[config.mk]
export PLATFORM = sky130hd
export DESIGN_NAME = drac_l15_port_arbiter
export DESIGN_NICKNAME = d
export VERILOG_FILES = /design/src/rtl/drac_pkg.sv /design/src/rtl/drac_l15_port_arbiter_rr_arbiter.sv /design/src/rtl/drac_l15_port_arbiter.sv
export SDC_FILE = /design/constraint.sdc
export NUM_CORES = 1
export LEC_CHECK = 0
export ABC_AREA = 1
export ABC_CLOCK_PERIOD_IN_PS = 5300
export CORE_AREA = 2 2 516 518
export DETAILED_ROUTE_END_ITERATION = 7
export DIE_AREA = 0 0 518 520
export REMOVE_ABC_BUFFERS = 1
export SYNTH_ARGS = -nofsm -noshare
export SYNTH_HDL_FRONTEND = slang
export SYNTH_SLANG_ARGS = --single-unit
[constraint.sdc]
create_clock -name clk_i -period 5.3 [get_ports clk_i]
set_input_delay 1.06 -clock clk_i [delete_from_list [all_inputs] [get_ports clk_i]]
set_output_delay 1.06 -clock clk_i [all_outputs]
set_load 0.005 [all_outputs]
[src/rtl/drac_pkg.sv]
// Shared types and defaults for the L1-to-L1.5 request port arbiter.
// Included by the arbiter top and its round-robin sub-module.
package drac_pkg;

    localparam int L15ArbNumPorts       = 5;
    localparam int L15ArbPidWidth       = $clog2(L15ArbNumPorts);
    localparam int L15ArbMaxOutstanding = 4;
    localparam int L15ArbPayloadWidth   = 128;

    typedef logic [L15ArbPidWidth-1:0] l15_arb_pid_t;

    // Request payload layout as carried on one 128-bit port.
    typedef struct packed {
        logic [39:0] addr;
        logic [4:0]  rqtype;
        logic [2:0]  size;
        logic [63:0] data;
        logic [15:0] rsvd;
    } l15_arb_req_t;

endpackage

[src/rtl/drac_l15_port_arbiter_rr_arbiter.sv]
// Round-robin pick: first requesting port at or after the pointer.
// Purely combinational; the pointer register lives in the parent.
import drac_pkg::*;

module rr_arbiter #(
    parameter int NumPorts = L15ArbNumPorts,
    parameter int PidWidth = $clog2(NumPorts)
) (
    input  logic [NumPorts-1:0] req_i,
    input  logic [PidWidth-1:0] ptr_i,
    output logic [NumPorts-1:0] gnt_o,
    output logic [PidWidth-1:0] gnt_idx_o,
    output logic                gnt_valid_o
);

    // Scan ports starting at the pointer, wrapping at NumPorts.
    always_comb begin
        int idx;
        gnt_o       = '0;
        gnt_idx_o   = '0;
        gnt_valid_o = 1'b0;
        for (int k = 0; k < NumPorts; k++) begin
            idx = int'(ptr_i) + k;
            if (idx >= NumPorts) idx = idx - NumPorts;
            if (!gnt_valid_o && req_i[idx]) begin
                gnt_valid_o = 1'b1;
                gnt_o[idx]  = 1'b1;
                gnt_idx_o   = PidWidth'(idx);
            end
        end
    end

endmodule

[src/rtl/drac_l15_port_arbiter.sv]
// N-port request arbiter and pid-routed response demux towards L1.5.
// Optional perf counters are enabled with DRAC_L15_ARB_PERF_EN.
import drac_pkg::*;

module drac_l15_port_arbiter #(
    parameter int NumPorts       = L15ArbNumPorts,
    parameter int PayloadWidth   = L15ArbPayloadWidth,
    parameter int RespWidth      = 256,
    parameter int MaxOutstanding = L15ArbMaxOutstanding,
    parameter int WakeUpCntWidth = 16,
    parameter int PidWidth       = $clog2(NumPorts)
) (
    input  logic                           clk_i,
    input  logic                           reset_l,
    output logic                           core_rst_no,
    input  logic [NumPorts-1:0]            req_valid_i,
    output logic [NumPorts-1:0]            req_ready_o,
    input  logic [NumPorts*PayloadWidth-1:0] req_data_i,
    output logic                           l15_req_valid_o,
    input  logic                           l15_req_ready_i,
    output logic [PayloadWidth-1:0]        l15_req_data_o,
    output logic [PidWidth-1:0]            l15_req_pid_o,
    input  logic                           rtrn_valid_i,
    output logic                           rtrn_ready_o,
    input  logic [PidWidth-1:0]            rtrn_pid_i,
    input  logic                           rtrn_last_i,
    input  logic [RespWidth-1:0]           rtrn_data_i,
    output logic [NumPorts-1:0]            resp_valid_o,
    input  logic [NumPorts-1:0]            resp_ready_i,
    output logic [RespWidth-1:0]           resp_data_o,
    output logic                           err_o,
    output logic                           busy_o
`ifdef DRAC_L15_ARB_PERF_EN
    ,
    output logic [NumPorts*32-1:0]         perf_grant_cnt_o,
    output logic [31:0]                    perf_stall_cnt_o
`endif
);

    localparam int CntW = $clog2(MaxOutstanding + 1);

    logic [WakeUpCntWidth-1:0] wake_cnt;
    logic                      wake_msb;
    logic [CntW-1:0]           outstanding [NumPorts];
    logic [NumPorts-1:0]       eligible;
    logic [NumPorts-1:0]       gnt_oh;
    logic [PidWidth-1:0]       gnt_idx;
    logic                      gnt_valid;
    logic [PidWidth-1:0]       rr_ptr;
    logic                      can_load;
    logic                      accept;
    logic                      pid_ok;
    logic                      hit_ready;
    logic                      hit_zero;
    logic                      rtrn_bad;
    logic                      any_out;

    assign wake_msb    = wake_cnt[WakeUpCntWidth-1];
    assign core_rst_no = wake_msb & reset_l;

    // Wake-up window: count until the MSB sets, then hold.
    always_ff @(posedge clk_i or negedge reset_l) begin
        if (!reset_l) wake_cnt <= '0;
        else if (!wake_msb) wake_cnt <= wake_cnt + 1'b1;
    end

    // A port competes only with a free credit and after wake-up.
    always_comb begin
        eligible = '0;
        for (int i = 0; i < NumPorts; i++) begin
            eligible[i] = wake_msb & req_valid_i[i]
                        & (outstanding[i] < CntW'(MaxOutstanding));
        end
    end

    rr_arbiter #(
        .NumPorts (NumPorts),
        .PidWidth (PidWidth)
    ) u_rr (
        .req_i       (eligible),
        .ptr_i       (rr_ptr),
        .gnt_o       (gnt_oh),
        .gnt_idx_o   (gnt_idx),
        .gnt_valid_o (gnt_valid)
    );

    assign can_load    = !l15_req_valid_o | l15_req_ready_i;
    assign accept      = gnt_valid & can_load;
    assign req_ready_o = gnt_oh & {NumPorts{can_load}};

    // Output slot and round-robin pointer.
    always_ff @(posedge clk_i or negedge reset_l) begin
        if (!reset_l) begin
            l15_req_valid_o <= 1'b0;
            l15_req_data_o  <= '0;
            l15_req_pid_o   <= '0;
            rr_ptr          <= '0;
        end else if (accept) begin
            l15_req_valid_o <= 1'b1;
            l15_req_data_o  <= req_data_i[gnt_idx*PayloadWidth +: PayloadWidth];
            l15_req_pid_o   <= gnt_idx;
            rr_ptr          <= (gnt_idx == PidWidth'(NumPorts - 1))
                             ? '0 : gnt_idx + 1'b1;
        end else if (l15_req_ready_i) begin
            l15_req_valid_o <= 1'b0;
        end
    end

    // Decode the return pid; out-of-range or creditless returns are dropped.
    always_comb begin
        pid_ok    = 1'b0;
        hit_ready = 1'b0;
        hit_zero  = 1'b1;
        for (int i = 0; i < NumPorts; i++) begin
            if (rtrn_pid_i == PidWidth'(i)) begin
                pid_ok    = 1'b1;
                hit_ready = resp_ready_i[i];
                hit_zero  = (outstanding[i] == '0);
            end
        end
        rtrn_bad     = rtrn_valid_i & (!pid_ok | hit_zero);
        rtrn_ready_o = rtrn_bad | (pid_ok & hit_ready);
        resp_valid_o = '0;
        for (int i = 0; i < NumPorts; i++) begin
            resp_valid_o[i] = rtrn_valid_i & !rtrn_bad
                            & (rtrn_pid_i == PidWidth'(i));
        end
    end

    assign resp_data_o = rtrn_data_i;

    // Per-port credits: +1 on accept, -1 on a last-beat return.
    always_ff @(posedge clk_i or negedge reset_l) begin
        if (!reset_l) begin
            for (int i = 0; i < NumPorts; i++) outstanding[i] <= '0;
        end else begin
            for (int i = 0; i < NumPorts; i++) begin
                unique case ({accept & gnt_oh[i],
                              resp_valid_o[i] & rtrn_ready_o & rtrn_last_i})
                    2'b10:   outstanding[i] <= outstanding[i] + 1'b1;
                    2'b01:   outstanding[i] <= outstanding[i] - 1'b1;
                    default: outstanding[i] <= outstanding[i];
                endcase
            end
        end
    end

    // Sticky protocol error on any dropped return.
    always_ff @(posedge clk_i or negedge reset_l) begin
        if (!reset_l) err_o <= 1'b0;
        else if (rtrn_bad) err_o <= 1'b1;
    end

    // Busy while any credit is in use or the slot holds a request.
    always_comb begin
        any_out = 1'b0;
        for (int i = 0; i < NumPorts; i++) begin
            any_out = any_out | (outstanding[i] != '0);
        end
        busy_o = any_out | l15_req_valid_o;
    end

`ifdef DRAC_L15_ARB_PERF_EN
    // Grant counters per port and an L1.5 back-pressure cycle counter.
    always_ff @(posedge clk_i or negedge reset_l) begin
        if (!reset_l) begin
            perf_grant_cnt_o <= '0;
            perf_stall_cnt_o <= '0;
        end else begin
            for (int i = 0; i < NumPorts; i++) begin
                if (accept & gnt_oh[i]) begin
                    perf_grant_cnt_o[i*32 +: 32] <=
                        perf_grant_cnt_o[i*32 +: 32] + 32'd1;
                end
            end
            if (l15_req_valid_o & !l15_req_ready_i) begin
                perf_stall_cnt_o <= perf_stall_cnt_o + 32'd1;
            end
        end
    end
`endif

endmodule

### Word-level counts from Yosys, hierarchy flattened

Cells that the tools add are included.

* flip-flop bits (word level): 167
* output and inout bits: 402
* input port bits: 914
* memories kept: 0
* memory bits (writable): 0
* bits in latches: 0
* logic and storage cells: 219
* ROM bits: 0

* shift operators: 1
* muxes and demuxes: 69
* reductions and logical operators: 33
* bitwise operators: 48
* divide/modulo/power cells: 0
* eq/ne operators: 15
* $lt $le $gt $ge: 20
* multipliers: 0
* $add $sub $neg: 21

Operators by type and width (number)
* indexed part select 640 x 11 -> 128 bit: 1
* greater-or-equal comparator 32 x 1 -> 1 bit (second input constant): 5
* less-than comparator 32 x 5 -> 1 bit (second input constant): 5
* two-way mux 32 bit: 5
* greater-or-equal comparator 32 x 4 -> 1 bit (second input constant): 4
* subtractor 32 x 4 -> 32 bit (second input constant): 4
* two-way mux 1 bit: 37
* AND 1 bit: 35
* one-hot mux 3 bit (2 select lines): 5
* two-way mux 5 bit: 5
* bitwise OR 5 bit: 4
* adder 3 x 1 -> 3 bit (second input constant): 6
* zero test 3 bit: 6
* two-way mux 3 bit: 6
* adder 16 x 1 -> 16 bit (second input constant): 1
* two-way mux 16 bit: 1
* binary-select mux 1 bit (select 3 bit): 5
* demux 1 bit (select 3 bit): 5
* less-than comparator 3 bit (second input constant): 5
* nonzero test 3 bit: 5
* subtractor 3 x 1 -> 3 bit (second input constant): 5
* nonzero test 2 bit: 6
* equality test 2 x 1 -> 1 bit (second input constant): 5
* equality test 2 bit (second input constant): 5
* 12 further kinds: 36

### Logic depth before layout (Yosys ltp)

* word-level depth: 22
* mapped depth: 28
* gate-level depth less buffers: 26

### By module

A second synthesis with hierarchy kept.

* cells, all modules: 2103
* area, all modules: 14941.8 µm²

By module, submodules not included
* drac_l15_port_arbiter: area each 13295.3 µm², cells each 1813, seq. area each 4179.0 µm², times used 1
* rr_arbiter: area each 1646.6 µm², cells each 290, seq. area each 0.0 µm², times used 1

### Least setup slack after synthesis

OpenSTA, ideal clock, no wires.

* kind: register to output
* start point: register rr_ptr[1]
* end point: output port req_ready_o[4]
* data arrival time: 3.025 ns
* setup slack: 1.215 ns
* cell stages (with the launch flop): 21
* required time: 4.240 ns
* buffers on the path: 3
* path through: dfrtp_1 > inv_1 > ha_1 > ha_1 > buf_2 > inv_1 > a21oi_2 > nor2_1 > nand3_1 > nand2_1 > nor2_2 > nor2_1 > nand2_1 > nor2_1 > o21ai_0 > nand2_1 > inv_2 > buf_2 > buf_2 > nand2_1 > inv_1

* word-level cells in the longest chain between the ends: 19
* elaborated cells on any way between the ends: 81
* those cells by class: add/sub (9); order compare (15); mux (39); bitwise (5); reduce/logical (13)

RTL lines
* from (decl): RTL line drac_l15_port_arbiter.sv:49 `logic [PidWidth-1:0] rr_ptr;`
* from (signal assigned): RTL line drac_l15_port_arbiter.sv:102 `rr_ptr <= (gnt_idx == PidWidth'(NumPorts - 1))`
* branches (longest 17 deep; another with subtractor 32 x 4 -> 32 bit)
* two-way mux 5 bit (*): RTL line drac_l15_port_arbiter_rr_arbiter.sv:25 `if (!gnt_valid_o && req_i[idx]) begin`
* AND 5 bit (*): RTL line drac_l15_port_arbiter.sv:89 `assign req_ready_o = gnt_oh & {NumPorts{can_load}};`
* to (decl): RTL line drac_l15_port_arbiter.sv:17 `output logic [NumPorts-1:0] req_ready_o,`

Every way passes the cells marked *. The select of a mux whose other input is x is not followed.

### Final worst setup path

* start point: register rr_ptr[1]
* end point: output port req_ready_o[3]

The elaborated chain is that of the path after synthesis.

==> results.ini <==
[floorplan]
die_w_um = 518
coreArea_um2 = 264000
rows = 189
die_y_um = 520
dieArea_um2 = 269000
ioPinCount = 1316
start_util_pct = 5.90

[timing]
fin_tns_setup_ps = 0
slew_headroom_pct = 25.6
finalSetupViolCount = 0
setup_ws_ps = 295
max_freq_mhz = 200
clock_skew_ps = 25.4
fin_crit_ps = 5000
fin_crit_sh_pct = 94.4
holdWs_ps = 366
finalHoldViolations = 0
tightest_slew_ps = 1120
rsz0062_at_grt = false
drv_slew = 0

[synthesis]
synth.cell_area_um2 = 15600
syn_inst = 2475
synth.area.mux_share_pct = 0
synth_compound_area_share_pct = 4.46
async_flop_share_pct = 100
synthSimpleGateAreaFrac_pct = 42.6
synth_xor_area_share_pct = 1.40
post_synth_num_cell_types = 42
synth_top_family_by_area = simple AND/OR/NAND/NOR gates
syn_area_per_cell_um2 = 6.29
ys_ff_latch = 167
synth_edf_count = 0
ys.flop_type = dfrtp_1
synth_fa_ha_area_share_pct = 2.94
ys_seq_area_share_pct = 26.8
yosys_warnings = 0

[power_and_ir_drop]
combPwrFrac_pct = 88.7
vdd_drop_max_mv = 1.30
p_int_mw = 14.2
switching_share_pct = 62.2
pwr-share-clk_pct = 4.5
p_per_area_nw_per_um2 = 1350
cellLeakagePower_nw = 11.0
power_frac_seq_pct = 6.8
p_sw_mw = 23.3

[setup_path]
critPathLaunch = rr_ptr[1]
start_kind = register
crit_fanout = 6
r2r-start = rr_ptr[1]
crit_required_ps = 4240
cp.arrival_ps = 3940
worstSetupPathType = reg -> out
critPathCaptureType = output pin

[final_layout]
final_core_util_pct = 10.5
regArea_um2 = 4180
area_growth_pct = 78.7
fillers = 31100
drive_above_1_share_pct = 7.04
multi_input_area_um2 = 8140
nets = 3981

[place]
place_hpwl_mm = 256
post-place-ws_ps = 336
place_congestion = 1.00
io_buffer_count = 803

[drt]
wire_per_inst_um = 43.2
vias = 22700
drtPass1Iterations = 7
vias_per_cell = 3.43
drt_iter0_markers = 2620
ant_nets = 0
drc = 0
routed_wl_mm = 286

[global_routing]
first_global_vias = 19800
grt_max_degree = 121
grt_overflow = 0
grt_pass1_wl_mm = 331
gr-usage-all-layers_pct = 20.6
antenna_found_initial = 251

[run_status]
status = complete, no violations

[clock_tree]
cts_made_buffers = 25
htree_levels = 4
ctsRootBufferMaster = clkbuf_16
worstSkewPairLatency_ps = 580
clkTransAtPathRegs_ps = 80
cts_max_path_buffers = 3
cts_tree = built
numClockSinks = 167

[min_path]
hold_class = in -> async

[job]
maxCapViolCount = 0

## Yosys cell counts (2+ instances only)
| cell type | number | share of area [%] |
|---|---|---|
| nand3_1 | 653 | 21 |
| buf_4 | 264 | 13 |
| a31oi_1 | 2 | 0.080 |
| xnor2_1 | 13 | 0.73 |
| inv_2 | 9 | 0.22 |
| nand4_1 | 21 | 0.84 |
| nand3_2 | 3 | 0.19 |
| buf_2 | 88 | 2.8 |
| inv_1 | 197 | 4.7 |
| nor2_1 | 82 | 2.0 |
| o31ai_1 | 2 | 0.096 |
| nand2_1 | 720 | 17 |
| nor2_2 | 3 | 0.12 |
| o21ai_0 | 30 | 0.96 |
| o2111ai_1 | 2 | 0.11 |
| a22oi_1 | 2 | 0.096 |
| ha_1 | 27 | 2.2 |
| clkbuf_1 | 37 | 0.89 |
| o21ai_1 | 4 | 0.13 |
| o211ai_1 | 2 | 0.096 |
| xor2_1 | 10 | 0.56 |
| fa_1 | 6 | 0.77 |
| nor3_1 | 19 | 0.61 |
| nand2_2 | 5 | 0.20 |
| a211oi_1 | 2 | 0.096 |
| buf_1 | 16 | 0.39 |
| a21oi_1 | 75 | 2.4 |
| dfrtp_1 | 167 | 27 |
## state kept, by name, indices dropped and copies added, names as in the netlist
signal,cells
l15_req_data_o,128
wake_cnt,16
outstanding,15
l15_req_pid_o,3
rr_ptr,3
err_o,1
l15_req_valid_o,1
## power groups by stage
stage / clock network, mW / logic (mW) / registers, mW
6_report: 1.69 / 33.2 / 2.55
5_1_grt: 1.81 / 36.1 / 2.63
4_1_cts: 1.80 / 33.7 / 2.56
3_5_place_dp: 0 / 33.6 / 2.57
3_3_place_gp: 0 / 33.7 / 2.56
2_1_floorplan: 0 / 8.91 / 2.39
## layer usage
layer,vias to the layer above,wire [um],GRT usage (%)
met3,545,77000,26.3
li1,8946,-,-
met5,-,5840,11.4
met1,10400,87500,18.1
met4,184,8870,4.41
met2,2648,107000,27.6
## kinds of logic (layout without fill, tap and decap cells)
group	count (synthesis)	after routing
buffers and inverters	612	1176
AO/OA/AOI/OAI	128	128
XOR/XNOR	24	24
other	0	62
adder cells (fa/ha/maj)	33	33
AND/OR/NAND/NOR	1511	1511
flip-flops	167	167
## what timing repair did
item	CTS	global route
setup endpoints to repair	5	5
hold buffers	0	0
pin swaps	0	3
resized for setup	6	17
setup buffers	2	6
## final timing paths
| kind | to | slack (ps) | cells past startpoint |
|---|---|---|---|
| setup / recovery | req_ready_o[3] | 300 | 19 |
| hold / removal | l15_req_data_o[32] | 370 | 1 |
| setup reg to reg | l15_req_data_o[126] | 1120 | 23 |
| hold reg to reg | err_o | 480 | 1 |
| max in group asynchronous | l15_req_data_o[113] | 3750 | 2 |
| min in group clk_i | err_o | 480 | 1 |
## layout make-up
type,count,area share (%)
Tap cell,3533,15.9
Clock inverter,3,0.0629
Antenna cell,62,0.557
Inverter,207,2.86
Clock buffer,29,2.37
Multi-Input combinational cell,1696,29.3
Sequential cell,167,15.0
Timing Repair Buffer,937,34.0
## per-stage QoR
| stage | total power, mW | cells | cell area [um^2] |
|---|---|---|---|
| 2_1_floorplan | 11.3 | 2070 | 13000 |
| 3_3_place_gp | 36.2 | 6532 | 26900 |
| 3_5_place_dp | 36.1 | 6532 | 26900 |
| 4_1_cts | 38.1 | 6566 | 27600 |
| 5_1_grt | 40.5 | 6612 | 27800 |
| 6_report | 37.4 | 6634 | 27800 |
## cell usage in the layout, fill, tap and decap left out, types with 3 or more instances in the layout
master / Yosys / layout
xnor2_1: 13 / 13
clkbuf_16: 0 / 25
buf_12: 0 / 33
nor2_4: 1 / 5
nand3_1: 653 / 650
ha_1: 27 / 26
inv_1: 197 / 194
fa_1: 6 / 5
nor2_1: 82 / 77
diode_2: 0 / 62
o21ai_1: 4 / 3
nand3_2: 3 / 4
dfrtp_1: 167 / 167
nand2_2: 5 / 7
a21oi_2: 1 / 3
clkdlybuf4s50_1: 0 / 802
xor2_1: 10 / 10
nand4_1: 21 / 21
o21ai_0: 30 / 30
buf_4: 264 / 101
nor3_1: 19 / 19
nand2_1: 720 / 715
a21oi_1: 75 / 72
nor2_2: 3 / 4
inv_2: 9 / 9
## critical path, cell delays in order, from the launching register on
cell and delay, ps:
dfrtp_1 390, clkinvlp_4 170, ha_1 260, inv_1 70
ha_1 150, inv_1 70, nand2_2 120, nand2_1 70
nand2_2 110, inv_2 60, nor2_2 160, o211ai_1 130
nand3_2 170, nand4_1 270, inv_2 150, nand2_1 80
nor2_1 140, a211oi_1 70, nor2_1 180, clkdlybuf4s50_1 540
Note: power is estimated with default switching activity, not from simulation.
